[src/rtl/burst_splitter_if.sv]
// Avalon-MM style bus bundle used on both sides of the burst splitter.
// Ports (signals): address, burstcount, read, write, writedata, readdata,
//   readdatavalid, waitrequest.
// modport master: the side that issues commands (drives address/read/write).
// modport slave : the side that accepts commands (drives readdata/waitrequest).
interface burst_splitter_if #(
   parameter int unsigned ADDR_WIDTH  = 32,
   parameter int unsigned BURST_WIDTH = 7
);
   logic [ADDR_WIDTH-1:0]  address;
   logic [BURST_WIDTH-1:0] burstcount;
   logic                   read;
   logic                   write;
   logic [31:0]            writedata;
   logic [31:0]            readdata;
   logic                   readdatavalid;
   logic                   waitrequest;

   modport master (
      output address, burstcount, read, write, writedata,
      input  readdata, waitrequest
   );

   modport slave (
      input  address, burstcount, read, write, writedata,
      output readdata, readdatavalid, waitrequest
   );
endinterface

[src/rtl/burst_splitter.sv]
// Burst splitter: converts Avalon burst reads/writes on the slave side into a
// stream of single-word accesses on the master side.
// Ports:
//   clk           - sole clock, rising edge
//   rst           - asynchronous active-high reset
//   avalon_slave  - burst command/beat side (address, burstcount, read, write,
//                   writedata in; readdata, readdatavalid, waitrequest out)
//   avalon_master - single-word side (address, read, write, writedata out;
//                   readdata, waitrequest in; burstcount tied to 1)
module burst_splitter #(
   parameter int unsigned ADDR_WIDTH  = 32,
   parameter int unsigned BURST_WIDTH = 7
) (
   input  logic                  clk,
   input  logic                  rst,
   burst_splitter_if.slave       avalon_slave,
   burst_splitter_if.master      avalon_master
);

   typedef enum logic [1:0] {
      IDLE = 2'd0,
      RD   = 2'd1,
      WR   = 2'd2
   } state_t;

   localparam logic [ADDR_WIDTH-1:0]  ADDR_STEP  = ADDR_WIDTH'(4);
   localparam logic [ADDR_WIDTH-1:0]  ALIGN_MASK = ~ADDR_WIDTH'(3);
   localparam logic [BURST_WIDTH-1:0] ONE        = BURST_WIDTH'(1);
   localparam logic [BURST_WIDTH-1:0] ZERO       = BURST_WIDTH'(0);

   state_t                  state, state_nxt;
   logic [ADDR_WIDTH-1:0]   addr_reg, addr_nxt;
   logic [BURST_WIDTH-1:0]  cnt_reg, cnt_nxt;
   logic [31:0]             rdata_reg;
   logic                    rvalid_reg;

   logic [ADDR_WIDTH-1:0]   slave_addr_al;
   logic [ADDR_WIDTH-1:0]   m_addr;
   logic                    m_read;
   logic                    m_write;
   logic                    s_wait;
   logic                    rd_acc;

   // Low address bits from the slave are meaningless for word accesses.
   assign slave_addr_al = avalon_slave.address & ALIGN_MASK;

   // State and burst counters.
   always_ff @(posedge clk or posedge rst) begin
      if (rst) begin
         state      <= IDLE;
         addr_reg   <= '0;
         cnt_reg    <= '0;
         rvalid_reg <= 1'b0;
         rdata_reg  <= '0;
      end else begin
         state      <= state_nxt;
         addr_reg   <= addr_nxt;
         cnt_reg    <= cnt_nxt;
         rvalid_reg <= rd_acc;
         if (rd_acc) begin
            rdata_reg <= avalon_master.readdata;
         end
      end
   end

   // Next-state and handshake decode.
   always_comb begin
      state_nxt = state;
      addr_nxt  = addr_reg;
      cnt_nxt   = cnt_reg;
      m_addr    = addr_reg;
      m_read    = 1'b0;
      m_write   = 1'b0;
      s_wait    = 1'b0;
      rd_acc    = 1'b0;

      case (state)
         IDLE: begin
            if (avalon_slave.read) begin
               // Read wins over a simultaneous write; a zero-length read is
               // accepted and dropped by staying in IDLE.
               addr_nxt = slave_addr_al;
               cnt_nxt  = avalon_slave.burstcount;
               if (avalon_slave.burstcount != ZERO) begin
                  state_nxt = RD;
               end
            end else if (avalon_slave.write && (avalon_slave.burstcount != ZERO)) begin
               // First write beat goes straight through to the master side.
               m_write = 1'b1;
               m_addr  = slave_addr_al;
               s_wait  = avalon_master.waitrequest;
               if (!avalon_master.waitrequest) begin
                  addr_nxt = slave_addr_al + ADDR_STEP;
                  cnt_nxt  = avalon_slave.burstcount - ONE;
                  if (avalon_slave.burstcount > ONE) begin
                     state_nxt = WR;
                  end
               end
            end
         end

         WR: begin
            m_write = avalon_slave.write;
            s_wait  = !avalon_slave.write | avalon_master.waitrequest;
            if (avalon_slave.write && !avalon_master.waitrequest) begin
               addr_nxt = addr_reg + ADDR_STEP;
               cnt_nxt  = cnt_reg - ONE;
               if (cnt_reg == ONE) begin
                  state_nxt = IDLE;
               end
            end
         end

         RD: begin
            m_read = 1'b1;
            s_wait = 1'b1;
            if (!avalon_master.waitrequest) begin
               rd_acc   = 1'b1;
               addr_nxt = addr_reg + ADDR_STEP;
               cnt_nxt  = cnt_reg - ONE;
               if (cnt_reg == ONE) begin
                  state_nxt = IDLE;
               end
            end
         end

         default: begin
            state_nxt = IDLE;
         end
      endcase

      // The IDLE write path is combinational, so it must be blocked in reset.
      if (rst) begin
         m_read  = 1'b0;
         m_write = 1'b0;
         rd_acc  = 1'b0;
      end
   end

   assign avalon_master.address    = m_addr;
   assign avalon_master.read       = m_read;
   assign avalon_master.write      = m_write;
   assign avalon_master.writedata  = avalon_slave.writedata;
   assign avalon_master.burstcount = ONE;

   assign avalon_slave.waitrequest   = s_wait;
   assign avalon_slave.readdata      = rdata_reg;
   assign avalon_slave.readdatavalid = rvalid_reg;

endmodule
[src/flat_wrapper.sv]
// flat-port wrapper written by rule: the top's interface ports become plain ports
module burst_splitter_flat 
#(
   parameter int unsigned ADDR_WIDTH  = 32,
   parameter int unsigned BURST_WIDTH = 7
)
  (clk, rst, avalon_slave_address, avalon_slave_burstcount, avalon_slave_read, avalon_slave_write, avalon_slave_writedata, avalon_slave_readdata, avalon_slave_readdatavalid, avalon_slave_waitrequest, avalon_master_address, avalon_master_burstcount, avalon_master_read, avalon_master_write, avalon_master_writedata, avalon_master_readdata, avalon_master_waitrequest);
  burst_splitter_if #(.ADDR_WIDTH(ADDR_WIDTH), .BURST_WIDTH(BURST_WIDTH)) avalon_slave_i ();
  burst_splitter_if #(.ADDR_WIDTH(ADDR_WIDTH), .BURST_WIDTH(BURST_WIDTH)) avalon_master_i ();
  input  logic clk;
  input  logic rst;
  input wire logic [$bits(avalon_slave_i.address)-1:0] avalon_slave_address;
  input wire logic [$bits(avalon_slave_i.burstcount)-1:0] avalon_slave_burstcount;
  input wire logic [$bits(avalon_slave_i.read)-1:0] avalon_slave_read;
  input wire logic [$bits(avalon_slave_i.write)-1:0] avalon_slave_write;
  input wire logic [$bits(avalon_slave_i.writedata)-1:0] avalon_slave_writedata;
  output wire logic [$bits(avalon_slave_i.readdata)-1:0] avalon_slave_readdata;
  output wire logic [$bits(avalon_slave_i.readdatavalid)-1:0] avalon_slave_readdatavalid;
  output wire logic [$bits(avalon_slave_i.waitrequest)-1:0] avalon_slave_waitrequest;
  output wire logic [$bits(avalon_master_i.address)-1:0] avalon_master_address;
  output wire logic [$bits(avalon_master_i.burstcount)-1:0] avalon_master_burstcount;
  output wire logic [$bits(avalon_master_i.read)-1:0] avalon_master_read;
  output wire logic [$bits(avalon_master_i.write)-1:0] avalon_master_write;
  output wire logic [$bits(avalon_master_i.writedata)-1:0] avalon_master_writedata;
  input wire logic [$bits(avalon_master_i.readdata)-1:0] avalon_master_readdata;
  input wire logic [$bits(avalon_master_i.waitrequest)-1:0] avalon_master_waitrequest;
  assign avalon_slave_i.address = avalon_slave_address;
  assign avalon_slave_i.burstcount = avalon_slave_burstcount;
  assign avalon_slave_i.read = avalon_slave_read;
  assign avalon_slave_i.write = avalon_slave_write;
  assign avalon_slave_i.writedata = avalon_slave_writedata;
  assign avalon_slave_readdata = avalon_slave_i.readdata;
  assign avalon_slave_readdatavalid = avalon_slave_i.readdatavalid;
  assign avalon_slave_waitrequest = avalon_slave_i.waitrequest;
  assign avalon_master_address = avalon_master_i.address;
  assign avalon_master_burstcount = avalon_master_i.burstcount;
  assign avalon_master_read = avalon_master_i.read;
  assign avalon_master_write = avalon_master_i.write;
  assign avalon_master_writedata = avalon_master_i.writedata;
  assign avalon_master_i.readdata = avalon_master_readdata;
  assign avalon_master_i.waitrequest = avalon_master_waitrequest;
  burst_splitter #(.ADDR_WIDTH(ADDR_WIDTH), .BURST_WIDTH(BURST_WIDTH)) u_core (.clk(clk), .rst(rst), .avalon_slave(avalon_slave_i), .avalon_master(avalon_master_i));
endmodule
[config.mk]
export PLATFORM = sky130hd
export DESIGN_NAME = burst_splitter_flat
export DESIGN_NICKNAME = d
export VERILOG_FILES = /design/src/rtl/burst_splitter_if.sv /design/src/rtl/burst_splitter.sv /design/src/flat_wrapper.sv
export SDC_FILE = /design/constraint.sdc
export NUM_CORES = 1
export LEC_CHECK = 0
export CAP_MARGIN = 20
export CORE_MARGIN = 8
export CORE_UTILIZATION = 30
export DETAILED_ROUTE_END_ITERATION = 8
export GPL_TIMING_DRIVEN = 0
export REMOVE_ABC_BUFFERS = 1
export SYNTH_ARGS = -nofsm -noshare
export SYNTH_HDL_FRONTEND = slang
export SYNTH_SLANG_ARGS = --single-unit
[constraint.sdc]
create_clock -name clk -period 2.98 [get_ports clk]
set_input_delay 0.745 -clock clk [delete_from_list [all_inputs] [get_ports clk]]
set_output_delay 0.745 -clock clk [all_outputs]
set_load 0.005 [all_outputs]
# [Word level (Yosys, flattened, before mapping)]
# Index checks and enable logic that the tools add are counted.
[classes] n_addsub=4 order_cmp=1 eq_ne=9 muxes=36 bitwise=1 n_reduce_logical=9
[ops] cell="two-way mux 32 bit" count=8
[ops] cell="one-hot mux 32 bit (3 select lines)" count=1
[ops] cell="adder 32 x 3 -> 32 bit (second input constant)" count=2
[ops] cell="two-way mux 7 bit" count=5
[ops] cell="one-hot mux 7 bit (3 select lines)" count=1
[ops] cell="two-way mux 2 bit" count=8
[ops] cell="subtractor 7 x 1 -> 7 bit (second input constant)" count=2
[ops] cell="two-way mux 1 bit" count=10
[ops] cell="inequality test 3 x 2 -> 1 bit (second input constant)" count=3
[ops] cell="== test 7 x 1 -> 1 bit (second input constant)" count=1
[ops] cell="greater-than comparator 7 x 1 -> 1 bit (second input constant)" count=1
[ops] cell="nonzero test 7 bit" count=1
[ops] cell="one-hot mux 2 bit (3 select lines)" count=1
[ops] cell="AND reduction 6 bit" count=1
[ops] cell="AND reduction 5 bit" count=1
[ops] cell="inequality test 3 bit (second input constant)" count=1
[ops] cell="one-hot mux 1 bit (3 select lines)" count=1
[ops] cell="nonzero test 3 bit" count=1
[ops] cell="== test 2 x 1 -> 1 bit (second input constant)" count=1
[ops] cell="== test 2 bit (second input constant)" count=1
[ops] cell="logical AND 1 bit" count=2
[ops] cell="logical NOT 1 bit" count=2
[ops] cell="logical NOT 2 bit" count=1
[ops] cell="inequality test 2 x 1 -> 1 bit (second input constant)" count=1
[ops] cell="3 further kinds" count=3
[totals] ff_bits=74 in_bits=108 output_inout_bits=107 elab_cells=65

# [Depth between registers and ports, before layout]
# Gate-level depths: netlist of run 1.
[logic_depth] ltp_word=6 ltp_mapped=9 mapped_depth_nobuf=7

# [Worst setup path after synthesis of run 1]
# Ideal clock, no wire load.
[synth_timing] path_kind="input port to output port" startpoint="input avalon_slave_burstcount[1]" endpoint="output avalon_master_address[10]" arrival_ps=2310 t_required_ps=2235 setup_slack_ps=-75 stages=8 path_cell_list="inv_1 ha_1 nor4b_1 nand2_1 and3_1 buf_2 buf_1 mux2_2"
[synth_via] elab_chain_len=5
[synth_rtl] item="start, declared" line_no="flat_wrapper.sv:13" text="input wire logic [$bits(avalon_slave_i.burstcount)-1:0] avalon_slave_burstcount;"
[synth_rtl] item="nonzero test 7 bit" line_no="burst_splitter.sv:87" text="end else if (avalon_slave.write && (avalon_slave.burstcount != ZERO)) begin"
[synth_rtl] item="logical AND 1 bit" line_no="burst_splitter.sv:87"
[synth_rtl] item="two-way mux 32 bit" line_no="burst_splitter.sv:87"
[synth_rtl] item="two-way mux 32 bit" line_no="burst_splitter.sv:79" text="if (avalon_slave.read) begin"
[synth_rtl] item="two-way mux 32 bit" line_no="burst_splitter.sv:77" text="case (state)"
[synth_rtl] item="end, declared" line_no="flat_wrapper.sv:20" text="output wire logic [$bits(avalon_master_i.address)-1:0] avalon_master_address;"
# No other way between the ends.

# [Worst setup path after layout of run 1]
[layout_timing] startpoint="input avalon_slave_burstcount[3]" endpoint="output avalon_master_address[20]"
# The elaborated chain is that of the path after synthesis.

==> results.toml, run 1 <==
[outcome]
status = "finished, violations left"
violations = "negative setup slack"

[place]
detailedPlace.worstSlack_ns = -1.50
placed_cells = 890
place_congestion = 0.812
io_buffer_count = 139
hpwl_mm = 13.2
dpl-instance-area_um2 = 6710

[final_layout]
regArea_um2 = 1800
drive_gt1_share_pct = 25.1
antenna_cells = 0
multi_input_area_um2 = 3160
final_nets = 829
num-fill-cells = 1663
final_cells = 941
final_core_util_pct = 42.7
final_area_um2 = 7420
syn2layout_area_growth_pct = 39.1
largest_reg_flops = 32

[synth]
ys.flop_type = "dfrtp_1"
post-synth-top-count-cell = "dfrtp_1"
ys_warn_count = 0
synth.top_cells.by_count = "dfrtp_1, mux2_2, nand2_1"
yosys-top-cells-area = "dfrtp_1, mux2_2, buf_4"
ys_types = 66
seq_area_frac_synth_pct = 33.8
ys_ff_latch = 72
netlist_instances = 585
muxShareOfSynthArea_pct = 13.0
yosys.area_share.xor_xnor_pct = 5.09
yosysTopAreaCell = "dfrtp_1"
synth_compound_area_share_pct = 14.9
syn_avg_cell_area_um2 = 9.12
synthSimpleGateAreaFrac_pct = 20.9
synth_edf_count = 0
synth_top_area_share_pct = 33.8
synth_top_family_by_area = "simple AND/OR/NAND/NOR gates"
synth.cell_area_um2 = 5330
synthArstFlopShare_pct = 100
yosys.area_share.adder_pct = 2.35

[floorplanning]
die_area_um2 = 22300
rows = 48
die_h_um = 149
coreArea_um2 = 17400
die_x_um = 149
initial_core_util_pct = 30.7
pin_count = 215

[job]
maxCapViolCount = 0

[sta]
fin_setup_tns_ns = -0.0219
worst_pin_slew_ns = 0.866
grt_setup_unrepaired = "yes"
worst_slack_ns = -0.0206
fin_skew_ns = 0.00815
min_period_ns = 3.00
drv_slew = 0
period_share_pct = 101
worst_hold_slack_ns = 0.503
fmaxAchievable_mhz = 333
setup_viol = 2
maxSlewHeadroom_pct = 41.8
hold_viol_final = 0

[worst_setup_path]
reg2reg_from = "u_core.state[1]"
startpoint = "avalon_slave_burstcount[3]"
cp-end-kind = "output pin"
worstPathArrival_ns = 2.26
crit_type = "input port to output pin"
critPathMaxStageDelay_ns = 0.32
crit_chain = "clkdlybuf4s15_2, nor4b_4, nand2_2, and3_4, buf_12, buf_16, mux2_4, buf_6"
crit_path_start_kind = "input port"
critPathMaxFanout = 6
cp_slowest_cell = "mux2_4"
cp.required_ns = 2.24

[power]
p_per_area_nw_per_um2 = 948
p_total_mw = 7.03
p_leak_nw = 2.92
peakVddDrop_mv = 0.399

[route]
drt_iter0_markers = 360
dr_total_vias = 5150
vias_per_cell = 5.47
wl_per_cell_um = 20.1
routed_wirelength_mm = 18.9
drc = 0
first_pass_iters = 4
final_antenna_net_count = 0

[min_path]
worstHoldPathType = "register to register"
min_from = "u_core.avalon_slave.readdata[31]"

[clock_network]
clkTransAtPathRegs_ns = 0.06
cts_tree = "yes"
insertion_delay_ns = 0.34
clockBufferDepth = 2
hold_buffers = 0
clock_sinks = 72
cts_root_buffer = "clkbuf_16"
numCtsBuffers = 9
cts_max_level = 3

[global_routing]
grt_overflow = 0
grt_usage_pct = 16.5
grt_pass1_wl_mm = 28.7
antenna_found_initial = 0
grt_max_degree = 50
grt_pass1_vias = 5050
layout by cell type, fill, tap and decap left out, types with 5 or more instances in the layout:
cell,n
a21oi_1,41
a31oi_1,6
and3_1,7
and4_1,5
buf_12,6
buf_2,11
buf_4,21
buf_6,20
clkbuf_16,9
clkbuf_2,5
clkdlybuf4s15_1,7
clkdlybuf4s50_1,98
conb_1,9
dfrtp_1,72
ha_1,8
inv_1,18
mux2_2,55
nand2_1,43
nand2b_1,7
nand3_1,22
nand4_1,20
nor2_1,21
nor3_1,12
nor4_1,14
o211ai_1,5
o21ai_0,19
o22ai_1,8
xnor2_1,19
xor2_1,12
final timing paths:
path	cells past startpoint	slack [ns]	endpoint
max in group asynchronous	3	1.51	u_core.addr_reg[5]
worst max register to register	7	0.28	u_core.addr_reg[24]
worst min register to register	1	0.50	u_core.avalon_slave.readdata[31]
worst max-delay path	8	-0.02	avalon_master_address[20]
worst min-delay path	1	0.50	u_core.avalon_slave.readdata[31]
min in group asynchronous	2	0.89	u_core.avalon_slave.readdata[21]
power breakdown:
part           switching (mW)  internal, mW  leakage, nW
clock                   0.423         0.691        0.148
combinational            1.89          2.08         1.93
sequential              0.470          1.49        0.842
total                    2.78          4.26         2.92
layout make-up:
class	instances	share of cell area, %
sequential	72	24.3
multi-input combinational	429	42.6
timing repair buffer	177	23.9
clock buffer	11	3.41
clock inverter	5	0.742
inverter	22	1.25
tap	225	3.79
worst max-delay path: cells and delay by family:
kind / cells / cell delay [ns]
AND/OR/NAND/NOR: 3 / 0.56
buffers and inverters: 4 / 0.63
multiplexers: 1 / 0.32
routing by layer:
layer	up-vias	global-route usage [%]	part of all wire, %
li1	2371	-	-
met1	2491	21.5	44
met2	268	24.7	44
met4	0	5.15	1.4
met5	-	1.13	0
met3	20	6.31	11
cell families after synthesis:
| kind of cell | count (synthesis) |
|---|---|
| buffers and inverters | 94 |
| muxes | 62 |
| adders and majority gates | 10 |
| xor gates and xnor gates | 31 |
| other | 2 |
| DFF | 72 |
| AOI/OAI and AO/OA | 123 |
| and+or+nand+nor | 191 |
repair_timing:
action	CTS	global route
gates cloned	4	0
gates resized for setup	159	30
buffers inserted	24	7
setup endpoints to repair	42	31
endpoints found under the hold margin	0	0
pin swaps	4	2
No activity file was read; power rests on OpenSTA's default activity.
==> inputs of run 2 (changes only) <==
CELL_PAD_IN_SITES_DETAIL_PLACEMENT = 0   (was unset)
CELL_PAD_IN_SITES_GLOBAL_PLACEMENT = 1   (was unset)
CORE_UTILIZATION = 29   (was 30)
PLACE_DENSITY_LB_ADDON = 0.1   (was unset)
==> run 2 against run 1 <==
  * The run still ends with negative setup slack left
  * Total power rose by 2.8%
  * Flip-flop and latch count is the same
  * Combinational power increased by 4%
  * Critical path depth increased by 2
  * Core utilization fell by 1.1 points
  * First-iteration DRC count is 24% lower
  * Clock power barely moved
  * Largest cell class unchanged
  * Largest power group unchanged
  * Highest routed layer unchanged
==> results.toml, run 2 (synthesis results as in run 1) <==
[outcome]
status = "finished, violations left"
violations = "negative setup slack"

[power]
p_leak_nw = 2.98
clock_power_share_pct = 15.8
p_seq_share_pct = 27.1
intPower_mw = 4.34
p_total_mw = 7.23
swShare_pct = 39.9
p_comb_share_pct = 57.1
peakVddDrop_mv = 0.432
p_per_area_nw_per_um2 = 962
p_sw_mw = 2.89

[route]
drt-met1-wl_mm = 9.24
drc = 0
met2_length_mm = 9.05
wl_per_cell_um = 21.4
wl_met3_mm = 1.68
routed_wirelength_mm = 20.2
drt_iter0_markers = 274
first_pass_iters = 6
dr_total_vias = 5052
vias_per_cell = 5.36
final_antenna_net_count = 0
top_layer = "met4"

[clock_network]
cts_max_level = 3
clockBufferDepth = 2
clkTransAtPathRegs_ns = 0.06
cts_root_buffer = "clkbuf_16"
cts_tree = "yes"
clock_sinks = 72
numCtsBuffers = 9
insertion_delay_ns = 0.34

[worst_setup_path]
worstPathArrival_ns = 2.30
crit_chain = "buf_8, inv_4, ha_4, nor4b_4, nand2_2, and3_4, buf_12, buf_8, mux2_4, buf_6"
critPathMostFrequentCell = "buf_8"
critPathMaxStageDelay_ns = 0.30
crit_path_start_kind = "input port"
cp.required_ns = 2.24
crit_buf_inv = 5
crit_type = "input port to output pin"
cp_slowest_cell = "mux2_4"
critPathMaxFanout = 5
cp_top_family = "simple AND/OR/NAND/NOR gates"
cp-end-kind = "output pin"

[floorplanning]
coreArea_um2 = 18000
rows = 49
die_h_um = 152
pin_count = 215
initial_core_util_pct = 29.6
die_area_um2 = 23000
die_x_um = 152

[final_layout]
final_nets = 827
drive_gt1_share_pct = 26.1
largest_reg_flops = 32
layout_common_cells = "clkdlybuf4s50_1, dfrtp_1, mux2_2, nand2_1, a21oi_1"
final_core_util_pct = 41.7
layout_commonest_cell = "clkdlybuf4s50_1"
syn2layout_area_growth_pct = 40.8
antenna_cells = 0

[min_path]
worstHoldPathType = "register to register"

[global_routing]
grt_max_degree = 53
antenna_found_initial = 0
grt_pass1_wl_mm = 31.1
grt_overflow = 0
grt_pass1_vias = 5107
grt_usage_pct = 17.8

[sta]
grt_setup_unrepaired = "yes"
worst_slack_ns = -0.0677
maxSlewHeadroom_pct = 37.9
fmaxAchievable_mhz = 328
hold_viol_final = 0
period_share_pct = 102
worst_pin_slew_ns = 0.927
fin_skew_ns = 0.00571
drv_slew = 0
min_period_ns = 3.05
setup_viol = 11

[place]
hpwl_mm = 14.0
io_buffer_count = 139
place_congestion = 0.767

[job]
maxCapViolCount = 0
## run 2: cell count changes in the layout (fill, tap and decap cells not counted), moves of 2 or more
| cell | previous run | this run |
|---|---|---|
| buf_6 | 20 | 34 |
| buf_4 | 21 | 13 |
| buf_8 | 3 | 6 |
| mux2_2 | 55 | 46 |
| clkinvlp_4 | 2 | 0 |
| clkbuf_2 | 5 | 2 |
| buf_2 | 11 | 9 |
| clkdlybuf4s15_1 | 7 | 0 |
| nand2_1 | 43 | 41 |
| clkinv_4 | 0 | 3 |
| nand2_2 | 2 | 4 |
| clkbuf_8 | 2 | 0 |
| mux2_4 | 4 | 13 |
## run 2: repair_timing
item	CTS	global route
gates cloned	4	0
pin swaps	8	4
buffers inserted	26	4
gates resized for setup	186	46
endpoints found under the setup margin	44	39
hold buffers	0	0
## run 2: power by group through the flow
stage | Clock [mW] | Combinational, mW | Sequential, mW
2_1_floorplan | 0 | 2.03 | 1.86
3_3_place_gp | 0 | 3.68 | 1.95
3_5_place_dp | 0 | 3.86 | 1.97
4_1_cts | 1.17 | 3.91 | 1.95
5_1_grt | 1.21 | 4.50 | 2.04
6_report | 1.14 | 4.13 | 1.96
## run 2: path summary, 6_finish.rpt
kind                                                  from                         endpoint  slack, ns  cells past startpoint
max                             avalon_slave_burstcount[0]        avalon_master_address[15]      -0.07                     10
min                        u_core.avalon_slave.readdata[8]  u_core.avalon_slave.readdata[8]       0.50                      1
max reg2reg                                u_core.state[1]              u_core.addr_reg[24]       0.30                      6
min reg2reg                u_core.avalon_slave.readdata[8]  u_core.avalon_slave.readdata[8]       0.50                      1
max in group asynchronous                              rst              u_core.addr_reg[28]       1.57                      3
min in group asynchronous                              rst                  u_core.state[1]       0.82                      2
## run 2: metal layers
metal / vias to the layer above / global-route usage [%]
li1: 2370 / -
met4: 0 / 5.44
met2: 180 / 26.9
met3: 12 / 5.38
met5: - / 1.13
met1: 2490 / 23.8
## run 2: through the flow
step	TNS, ns	instances	setup slack, ns	instance area, um^2	hold slack [ns]
after floorplan	-31.50	520	-0.646	4910	0.504
after global placement	-288.26	888	-2.39	6590	0.490
after detailed placement	-55.66	894	-1.51	6740	0.494
after CTS	-0.583	940	-0.0606	7320	0.508
after global routing	-2.42	943	-0.163	7510	0.518
final	-0.567	943	-0.0677	7510	0.502
## run 2: layout make-up
| cell class | count | area (um^2) |
|---|---|---|
| clock inverters | 7 | 78.8 |
| clock buffers | 9 | 225 |
| inverters | 22 | 90.1 |
| fillers | 1789 | 10500 |
| repair buffers | 175 | 1830 |
| well taps | 229 | 287 |
| flip-flops and latches | 72 | 1800 |
| multi-input cells | 429 | 3200 |
